### config.mk
export PLATFORM = sky130hd
export DESIGN_NAME = float_mul_seq
export DESIGN_NICKNAME = d
export VERILOG_FILES = /design/src/rtl/float_mul_seq.sv
export SDC_FILE = /design/constraint.sdc
export NUM_CORES = 1
export LEC_CHECK = 0
export ABC_AREA = 1
export BUFFER_PORTS_ARGS = -buffer_cell sky130_fd_sc_hd__buf_2
export CORE_MARGIN = 4
export CORE_UTILIZATION = 56
export CTS_CLUSTER_SIZE = 25
export DETAILED_ROUTE_END_ITERATION = 6
export PLACE_DENSITY = 0.75
export SLEW_MARGIN = 20
export SYNTH_ARGS = -nofsm -noshare
export SYNTH_HDL_FRONTEND = slang
export SYNTH_SLANG_ARGS = --single-unit
### constraint.sdc
create_clock -name clk -period 3 [get_ports clk]
set_clock_uncertainty 0.15 [all_clocks]
set_input_delay 0.6 -clock clk [delete_from_list [all_inputs] [get_ports clk]]
set_output_delay 0.6 -clock clk [all_outputs]
set_load 0.05 [all_outputs]
### src/rtl/float_mul_seq.sv
// Sequential floating-point multiplier front end. It multiplies the significands
// with a shift-add loop and emits an unnormalised sign/exponent/mantissa result.
module float_mul_seq #(
    parameter int  EXP_WIDTH   = 8,
    parameter int  MAN_WIDTH   = 23,
    localparam int FLOAT_WIDTH = EXP_WIDTH + MAN_WIDTH + 1
) (
    input  logic                   clk,
    input  logic                   reset,
    input  logic                   in_valid,
    output logic                   in_ready,
    input  logic [FLOAT_WIDTH-1:0] a,
    input  logic [FLOAT_WIDTH-1:0] b,
    output logic                   out_valid,
    input  logic                   out_ready,
    output logic                   out_sign,
    output logic [EXP_WIDTH+1:0]   out_exp,
    output logic [MAN_WIDTH+2:0]   out_man,
    output logic                   out_nan
);

    localparam int SIG_W   = MAN_WIDTH + 1;
    localparam int ACC_W   = 2 * MAN_WIDTH + 2;
    localparam int OEXP_W  = EXP_WIDTH + 2;
    localparam int OMAN_W  = MAN_WIDTH + 3;
    localparam int CNT_NAT = $clog2(MAN_WIDTH + 1);
    localparam int CNT_W   = (CNT_NAT > 5) ? CNT_NAT : 5;
    localparam int BIAS    = (1 << (EXP_WIDTH - 1)) - 1;

    typedef enum logic [1:0] {
        S_IDLE = 2'd0,
        S_MUL  = 2'd1,
        S_DONE = 2'd2
    } state_t;

    state_t r_state;
    state_t w_state_next;

    // ------------------------------------------------------------------
    // Per-operand decode: index 0 is a, index 1 is b.
    // ------------------------------------------------------------------
    logic [FLOAT_WIDTH-1:0] w_op      [2];
    logic [EXP_WIDTH-1:0]   w_exp_fld [2];
    logic [MAN_WIDTH-1:0]   w_man_fld [2];
    logic [EXP_WIDTH-1:0]   w_exp_eff [2];
    logic [SIG_W-1:0]       w_sig     [2];
    logic [1:0]             w_sign;
    logic [1:0]             w_is_nan;
    logic [1:0]             w_is_inf;
    logic [1:0]             w_is_zero;

    assign w_op[0] = a;
    assign w_op[1] = b;

    generate
        for (genvar gi = 0; gi < 2; gi++) begin : g_decode
            logic w_exp_ones;
            logic w_exp_zero;
            logic w_man_zero;

            assign w_sign[gi]    = w_op[gi][FLOAT_WIDTH-1];
            assign w_exp_fld[gi] = w_op[gi][FLOAT_WIDTH-2:MAN_WIDTH];
            assign w_man_fld[gi] = w_op[gi][MAN_WIDTH-1:0];
            assign w_exp_ones    = &w_exp_fld[gi];
            assign w_exp_zero    = ~|w_exp_fld[gi];
            assign w_man_zero    = ~|w_man_fld[gi];
            assign w_is_nan[gi]  = w_exp_ones & ~w_man_zero;
            assign w_is_inf[gi]  = w_exp_ones & w_man_zero;
            assign w_is_zero[gi] = w_exp_zero & w_man_zero;
            // Subnormals share the exponent of the smallest normal, without the hidden one.
            assign w_exp_eff[gi] = w_exp_zero ? EXP_WIDTH'(1) : w_exp_fld[gi];
            assign w_sig[gi]     = {~w_exp_zero, w_man_fld[gi]};
        end
    endgenerate

    logic w_nan;
    logic w_inf;
    logic w_zero;
    logic w_special;
    logic [OEXP_W-1:0] w_exp_sum;

    assign w_nan     = (|w_is_nan) | (w_is_inf[0] & w_is_zero[1]) | (w_is_inf[1] & w_is_zero[0]);
    assign w_inf     = ~w_nan & (|w_is_inf);
    assign w_zero    = ~w_nan & ~w_inf & (|w_is_zero);
    assign w_special = w_nan | w_inf | w_zero;
    assign w_exp_sum = OEXP_W'(w_exp_eff[0]) + OEXP_W'(w_exp_eff[1]) - OEXP_W'(BIAS);

    logic w_accept;
    assign in_ready = (r_state == S_IDLE) && !reset;
    assign w_accept = in_valid && in_ready;

    // ------------------------------------------------------------------
    // Control FSM
    // ------------------------------------------------------------------
    logic [CNT_W-1:0] r_cnt;
    logic             r_out_valid;

    always_ff @(posedge clk) begin
        if (reset) begin
            r_state <= S_IDLE;
        end else begin
            r_state <= w_state_next;
        end
    end

    always_comb begin
        w_state_next = r_state;
        case (r_state)
            S_IDLE: begin
                if (w_accept) begin
                    w_state_next = w_special ? S_DONE : S_MUL;
                end
            end
            S_MUL: begin
                if (r_cnt == '0) begin
                    w_state_next = S_DONE;
                end
            end
            S_DONE: begin
                if (r_out_valid && out_ready) begin
                    w_state_next = S_IDLE;
                end
            end
            default: w_state_next = S_IDLE;
        endcase
    end

    // ------------------------------------------------------------------
    // Shift-add datapath
    // ------------------------------------------------------------------
    logic [SIG_W-1:0]  r_a_sig;
    logic [SIG_W-1:0]  r_b_sig;
    logic [ACC_W-1:0]  r_acc;
    logic [OEXP_W-1:0] r_exp_sum;
    logic              r_sign;
    logic              r_nan;
    logic              r_inf;
    logic              r_zero;

    logic [SIG_W:0]    w_add;
    logic [ACC_W-1:0]  w_acc_next;

    // The carry out of the add becomes the new MSB after the right shift.
    assign w_add      = {1'b0, r_acc[ACC_W-1:SIG_W]} + (r_b_sig[0] ? {1'b0, r_a_sig} : '0);
    assign w_acc_next = {w_add, r_acc[SIG_W-1:1]};

    logic              r_out_sign;
    logic [OEXP_W-1:0] r_out_exp;
    logic [OMAN_W-1:0] r_out_man;
    logic              r_out_nan;

    always_ff @(posedge clk) begin
        if (reset) begin
            r_a_sig     <= '0;
            r_b_sig     <= '0;
            r_acc       <= '0;
            r_exp_sum   <= '0;
            r_cnt       <= '0;
            r_sign      <= 1'b0;
            r_nan       <= 1'b0;
            r_inf       <= 1'b0;
            r_zero      <= 1'b0;
            r_out_valid <= 1'b0;
            r_out_sign  <= 1'b0;
            r_out_exp   <= '0;
            r_out_man   <= '0;
            r_out_nan   <= 1'b0;
        end else begin
            if (w_accept) begin
                r_a_sig   <= w_sig[0];
                r_b_sig   <= w_sig[1];
                r_acc     <= '0;
                r_exp_sum <= w_exp_sum;
                r_cnt     <= CNT_W'(MAN_WIDTH);
                r_sign    <= w_sign[0] ^ w_sign[1];
                r_nan     <= w_nan;
                r_inf     <= w_inf;
                r_zero    <= w_zero;
            end
            if (r_state == S_MUL) begin
                r_acc   <= w_acc_next;
                r_b_sig <= r_b_sig >> 1;
                if (r_cnt != '0) begin
                    r_cnt <= r_cnt - CNT_W'(1);
                end
            end
            if (r_state == S_DONE) begin
                if (!r_out_valid) begin
                    // Result is captured once and then held until the handshake.
                    r_out_valid <= 1'b1;
                    r_out_sign  <= r_sign;
                    r_out_nan   <= r_nan;
                    if (r_nan || r_zero) begin
                        r_out_exp <= '0;
                        r_out_man <= '0;
                    end else if (r_inf) begin
                        r_out_exp <= OEXP_W'((1 << EXP_WIDTH) - 1);
                        r_out_man <= {2'b00, 1'b1, {MAN_WIDTH{1'b0}}};
                    end else begin
                        r_out_exp <= r_exp_sum;
                        r_out_man <= {1'b0, r_acc[ACC_W-1:MAN_WIDTH]};
                    end
                end else if (out_ready) begin
                    r_out_valid <= 1'b0;
                end
            end
        end
    end

    assign out_valid = r_out_valid;
    assign out_sign  = r_out_sign;
    assign out_exp   = r_out_exp;
    assign out_man   = r_out_man;
    assign out_nan   = r_out_nan;

endmodule
==> Word level (Yosys, flattened, before mapping) <==
Index checks and enable logic that the tools add are counted.
{ "op_classes": {"addsub": 4, "eq_ne": 5, "muxes": 21, "bitwise_logic": 19, "n_reduce_logical": 25} }
{ "ops": {"columns": ["op", "n"], "rows": [
  ["2-to-1 mux 48 bit", 2],
  ["2-to-1 mux 25 bit", 2],
  ["2-to-1 mux 23 bit", 2],
  ["OR reduction 23 bit", 2],
  ["adder 24 x 24 -> 25 bit", 1],
  ["2-to-1 mux 24 bit", 1],
  ["2-to-1 mux 10 bit", 2],
  ["2-to-1 mux 8 bit", 2],
  ["AND reduction 8 bit", 2],
  ["OR reduction 8 bit", 2],
  ["2-to-1 mux 5 bit", 3],
  ["AND 1 bit", 11],
  ["subtractor 9 x 7 -> 10 bit (second input constant)", 1],
  ["adder 8 x 8 -> 9 bit", 1],
  ["2-to-1 mux 2 bit", 4],
  ["OR reduction 2 bit", 4],
  ["inequality test 2 bit (second input constant)", 3],
  ["case mux 2 bit (3 select lines)", 1],
  ["logical NOT 1 bit", 5],
  ["logical NOT 5 bit", 1],
  ["nonzero test 5 bit", 1],
  ["subtractor 5 x 1 -> 5 bit (second input constant)", 1],
  ["bitwise OR 1 bit", 4],
  ["logical AND 1 bit", 3],
  ["other kinds (10)", 13]
]} }
{ "word_totals": {"reg_bits": 156, "output_inout_bits": 40} }

==> Logic depth before layout (Yosys ltp) <==
{ "depth": {"word_depth": 15, "depth_mapped": 16, "ltp_nobuf": 16} }

==> Worst setup path before layout <==
OpenSTA, ideal clock, no wires.
{ "synth_path": {"path_kind": "input -> register", "startpoint": "input b[26]", "endpoint": "register r_exp_sum[9]", "setup_ns": 0.134, "t_arrival_ns": 2.236, "required_time_ns": 2.716, "path_slack_ns": 0.480, "stages": 16, "path_buffers": 0, "path_cell_list": "nor2_1 -> nand2_1 -> nor2_1 -> nor2_1 -> ha_1 -> inv_1 -> ha_1 -> fa_1 -> nand3_1 -> nand2_1 -> nand2_1 -> nand2_1 -> a21oi_1 -> or2_2 -> nand3_1 -> a21oi_1"} }
{ "synth_via": {"elab_chain_len": 4} }
{ "synth_rtl": {"columns": ["item", "line", "rtl"], "rows": [
  ["from (decl)", "13", "input logic [FLOAT_WIDTH-1:0] b,"],
  ["OR reduction 8 bit", "65", "assign w_exp_zero = ~|w_exp_fld[gi];"],
  ["2-to-1 mux 8 bit (*)", "71", "assign w_exp_eff[gi] = w_exp_zero ? EXP_WIDTH'(1) : w_exp_fld[gi];"],
  ["adder 8 x 8 -> 9 bit (*)", "86", "assign w_exp_sum = OEXP_W'(w_exp_eff[0]) + OEXP_W'(w_exp_eff[1]) - OEXP_W'(BIAS);"],
  ["subtractor 9 x 7 -> 10 bit (*)", "86", null],
  ["to (signal assigned)", "173", "r_exp_sum <= w_exp_sum;"],
  ["to (decl)", "134", "logic [OEXP_W-1:0] r_exp_sum;"]
]} }
Mark *: on every way between the ends. The rest lies on a longest branch, timed or not.
A chain may end at the register's enable or synchronous reset.

==> Worst setup path after layout <==
{ "layout_path": {"startpoint": "register r_b_sig[0]", "endpoint": "register r_acc[33]"} }
{ "layout_via": {"elab_chain_len": 3} }
{ "layout_rtl": {"columns": ["item", "line", "rtl"], "rows": [
  ["from (decl)", "132", "logic [SIG_W-1:0] r_b_sig;"],
  ["from (signal assigned)", "171", "r_b_sig <= w_sig[1];"],
  ["from (signal assigned)", "182", "r_b_sig <= r_b_sig >> 1;"],
  ["2-to-1 mux 24 bit", "144", "assign w_add = {1'b0, r_acc[ACC_W-1:SIG_W]} + (r_b_sig[0] ? {1'b0, r_a_sig} : '0);"],
  ["adder 24 x 24 -> 25 bit", "144", null],
  ["2-to-1 mux 48 bit", "180", "if (r_state == S_MUL) begin"],
  ["to (signal assigned)", "181", "r_acc <= w_acc_next;"],
  ["to (decl)", "133", "logic [ACC_W-1:0] r_acc;"]
]} }
No other way between the ends.

==> out/metrics.yaml <==
cts_tree: "yes"
final_nets: 1290
worst_r2r_endpoint: "r_acc[33]"
timing.critical_path.cells: "buf_4, nand2_1, inv_1, ha_1, a21oi_1, o21ai_0, nand2_1, nand3_2, or2_2, nand3_1, a21oi_1"
worstSetupPathType: "reg2reg"
syn_avg_cell_area_um2: 6.68
cp_slowest_stage_delay_ps: 490
final.setup.tns_ps: 0
total_wirelength_of_the_detailed_routed_design_um: 20000
max_slew_margin: 0.439
detail_route.vias_per_cell: 5.40
drtAntennaViolNets: 0
postPlaceCellArea_mm2: 0.00792
nFillCells: 1164
timing.critical_path.from_type: "flip-flop"
maximum_number_of_pins_on_one_net_before_global_route_repair: 75
drv_slew: 0
synth.top_cell.area_share: 0.358
ir_worst_vdd_mv: 0.445
max_cap_viols: 0
number_of_global_route_vias_before_repair: 6500
drive_above_1_share: 0.152
critical_path.reg2reg.startpoint: "r_b_sig[0]"
grt_pass1_wl_um: 32600
drtPass1Iterations: 5
synth-seq-cells: 132
critPathCaptureType: "flip-flop"
yosys.cell_types.count: 45
cp.arrival_ps: 2680
worst-slew-pin-transition_ps: 841
hold_class: "in2reg"
clock_sink_count: 132
final_area_mm2: 0.00855
path_max_fanout: 18
max_clock_freq_mhz: 390
rsz0062_at_grt: "false"
run_status: "completed"
worst-r2r-setup-slack_ps: 440
hold_critical_path_depth: 3
place.detailed.hpwl_um: 14700
num_vias: 7368
floorplan.rows: 41
gpl.final_weighted_congestion: 1.01
cts_setup_buffers: 0
yosys.cell_count.top_type: "sky130_fd_sc_hd__nand2_1"
hold_path.startpoint: "a[14]"
netlist_top_cells_count: "305 x sky130_fd_sc_hd__nand2_1, 132 x sky130_fd_sc_hd__dfxtp_1, 123 x sky130_fd_sc_hd__a21oi_1"
ctsHtreeMaxLevel: 4
rr_worst_depth: 11
synth_ff_type: "sky130_fd_sc_hd__dfxtp_1"
leakagePower_uw: 0.00405
fin_cells: 1365
wl_per_cell_um: 14.6
edff_count_synth: 0
insertedDiodeCount: 0
synth.largest_area_cell: "sky130_fd_sc_hd__dfxtp_1"
detail_route.drc_violations: 0
powerDensity_mw_per_mm2: 576
hold_buffers: 0
die_x_um: 123
timing.final.setup_violations: 0
num_io_pins: 108
core_area_mm2: 0.0128
clock_latency_at_the_later_pin_of_the_worst_skew_pair_ps: 420
finalWorstPathRequiredPeriod_ps: 2560
die-height_um: 123
netlist_area_mm2: 0.00738
drt-initial-drc-count: 690
worstSetupStartpoint: "r_b_sig[0]"
worst_ep_required_time_ps: 3120
fin_hold_ws_ps: 234
grt_util_all_layers: 0.272
crit_slowest_cell: "sky130_fd_sc_hd__dfxtp_1"
placed_cells_incl_taps: 1333
asyncSetResetFlopFracSynth: 0
max-clock-path-buffers: 2
synth.yosys.warnings: 0
syn_inst: 1105
area_growth_syn_to_layout_pct: 15.9
clk_pin_slew_worst_paths_ps: 60
cts_buffers: 17
antenna_found_initial: 0
worst_hold_path.endpoint: "r_a_sig[14]"
ctsRootBufferMaster: "sky130_fd_sc_hd__clkbuf_16"
report.final.hold_viol_count: 0
mappedNetlistNets: 1215
synth_seq_area_share: 0.358
die_area_mm2: 0.0151
place.port_buffers: 106
floorplan.initialDensity: 0.578
ctsResizeCount: 0
finalCritPeriodShare: 0.854
grt_overflow_total: 0
yosys-top-cells-area: "sky130_fd_sc_hd__dfxtp_1 36%, sky130_fd_sc_hd__nand2_1 16%, sky130_fd_sc_hd__a21oi_1 8.3%, sky130_fd_sc_hd__ha_1 6.8%, sky130_fd_sc_hd__nand3_1 6.0%"
==> stage by stage <==
stage / setup slack (ps) / utilization / power (uW)
2_1_floorplan: 480 / - / 2540
3_3_place_gp: 249 / 0.620 / 2730
3_5_place_dp: 206 / 0.620 / 2740
4_1_cts: 494 / 0.670 / 4940
5_1_grt: 198 / 0.670 / 5120
6_report: 437 / 0.670 / 4930
==> worst max-delay path: cells and delay by family (launching register included) <==
kind | cells | cell delay [ps]
flip-flops | 1 | 490
adder cells (fa/ha/maj) | 1 | 290
buffers and inverters | 2 | 360
AO/OA/AOI/OAI | 3 | 440
AND/OR/NAND/NOR | 5 | 680
==> how the worst max path moves through the flow <==
stage	endpoint	slack, ps	cells after the start
2_1_floorplan	r_exp_sum[9]	480	16
3_3_place_gp	r_exp_sum[7]	250	17
3_5_place_dp	r_exp_sum[7]	210	17
4_1_cts	r_acc[33]	490	11
5_1_grt	r_acc[33]	200	11
6_report	r_acc[33]	440	11
==> registers in the layout, indices dropped and copies added (netlist names) <==
signal,count
r_acc,25
out_valid,1
r_nan,1
r_cnt,5
r_b_sig,24
out_exp,10
out_man,25
r_sign,1
r_a_sig,24
out_nan,1
out_sign,1
r_zero,1
r_exp_sum,10
r_state,2
r_inf,1
==> power breakdown <==
| part | internal (uW) | switching, uW |
|---|---|---|
| Clock | 1400 | 816 |
| Sequential | 1870 | 67.9 |
| Combinational | 234 | 535 |
==> layout by cell type (no fill, tap or decap), drive strengths merged, types with 2 or more instances in the layout <==
cell type / Yosys / final
a21oi: 126 / 126
a31oi: 19 / 19
buf: 26 / 118
bufinv: 0 / 4
clkbuf: 36 / 18
clkinv: 1 / 5
clkinvlp: 0 / 2
dfxtp: 132 / 132
fa: 2 / 2
ha: 40 / 40
inv: 95 / 99
nand2: 313 / 313
nand3: 90 / 90
nand3b: 3 / 3
nand4: 16 / 16
nor2: 112 / 112
nor3: 7 / 7
nor4: 4 / 4
o211a: 3 / 3
o21a: 2 / 2
o21ai: 58 / 58
o31ai: 2 / 2
or2: 5 / 5
xnor2: 2 / 2
xor2: 2 / 2
==> layout make-up <==
type                    count  area (um2)  area share
multi-input cells         815        4080       0.477
flip-flops and latches    132        2640       0.309
repair buffers            118         621      0.0726
clock buffers              18         429      0.0502
inverters                  96         362      0.0423
well taps                 172         215      0.0252
clock inverters            14         200      0.0234
==> per-layer routing <==
metal | track usage | vias to the layer above | wire length [um]
met2 | 0.394 | 249 | 8350
li1 | - | 3781 | -
met5 | 0 | - | 0
met1 | 0.410 | 3303 | 9840
met3 | 0.0424 | 35 | 1360
met4 | 0.0931 | 0 | 419
==> cell families (layout without fill, tap and decap cells) <==
group           count (synthesis)  count (layout)  share of synthesized area
simple gates                  552             552                      0.317
compound gates                216             216                      0.158
buf+inv                       158             246                     0.0888
flops                         132             132                      0.358
fa+ha+maj                      42              42                     0.0732
xor+xnor                        4               4                    0.00475
other cells                     1               1                   0.000508
(Power assumes the default switching activity.)
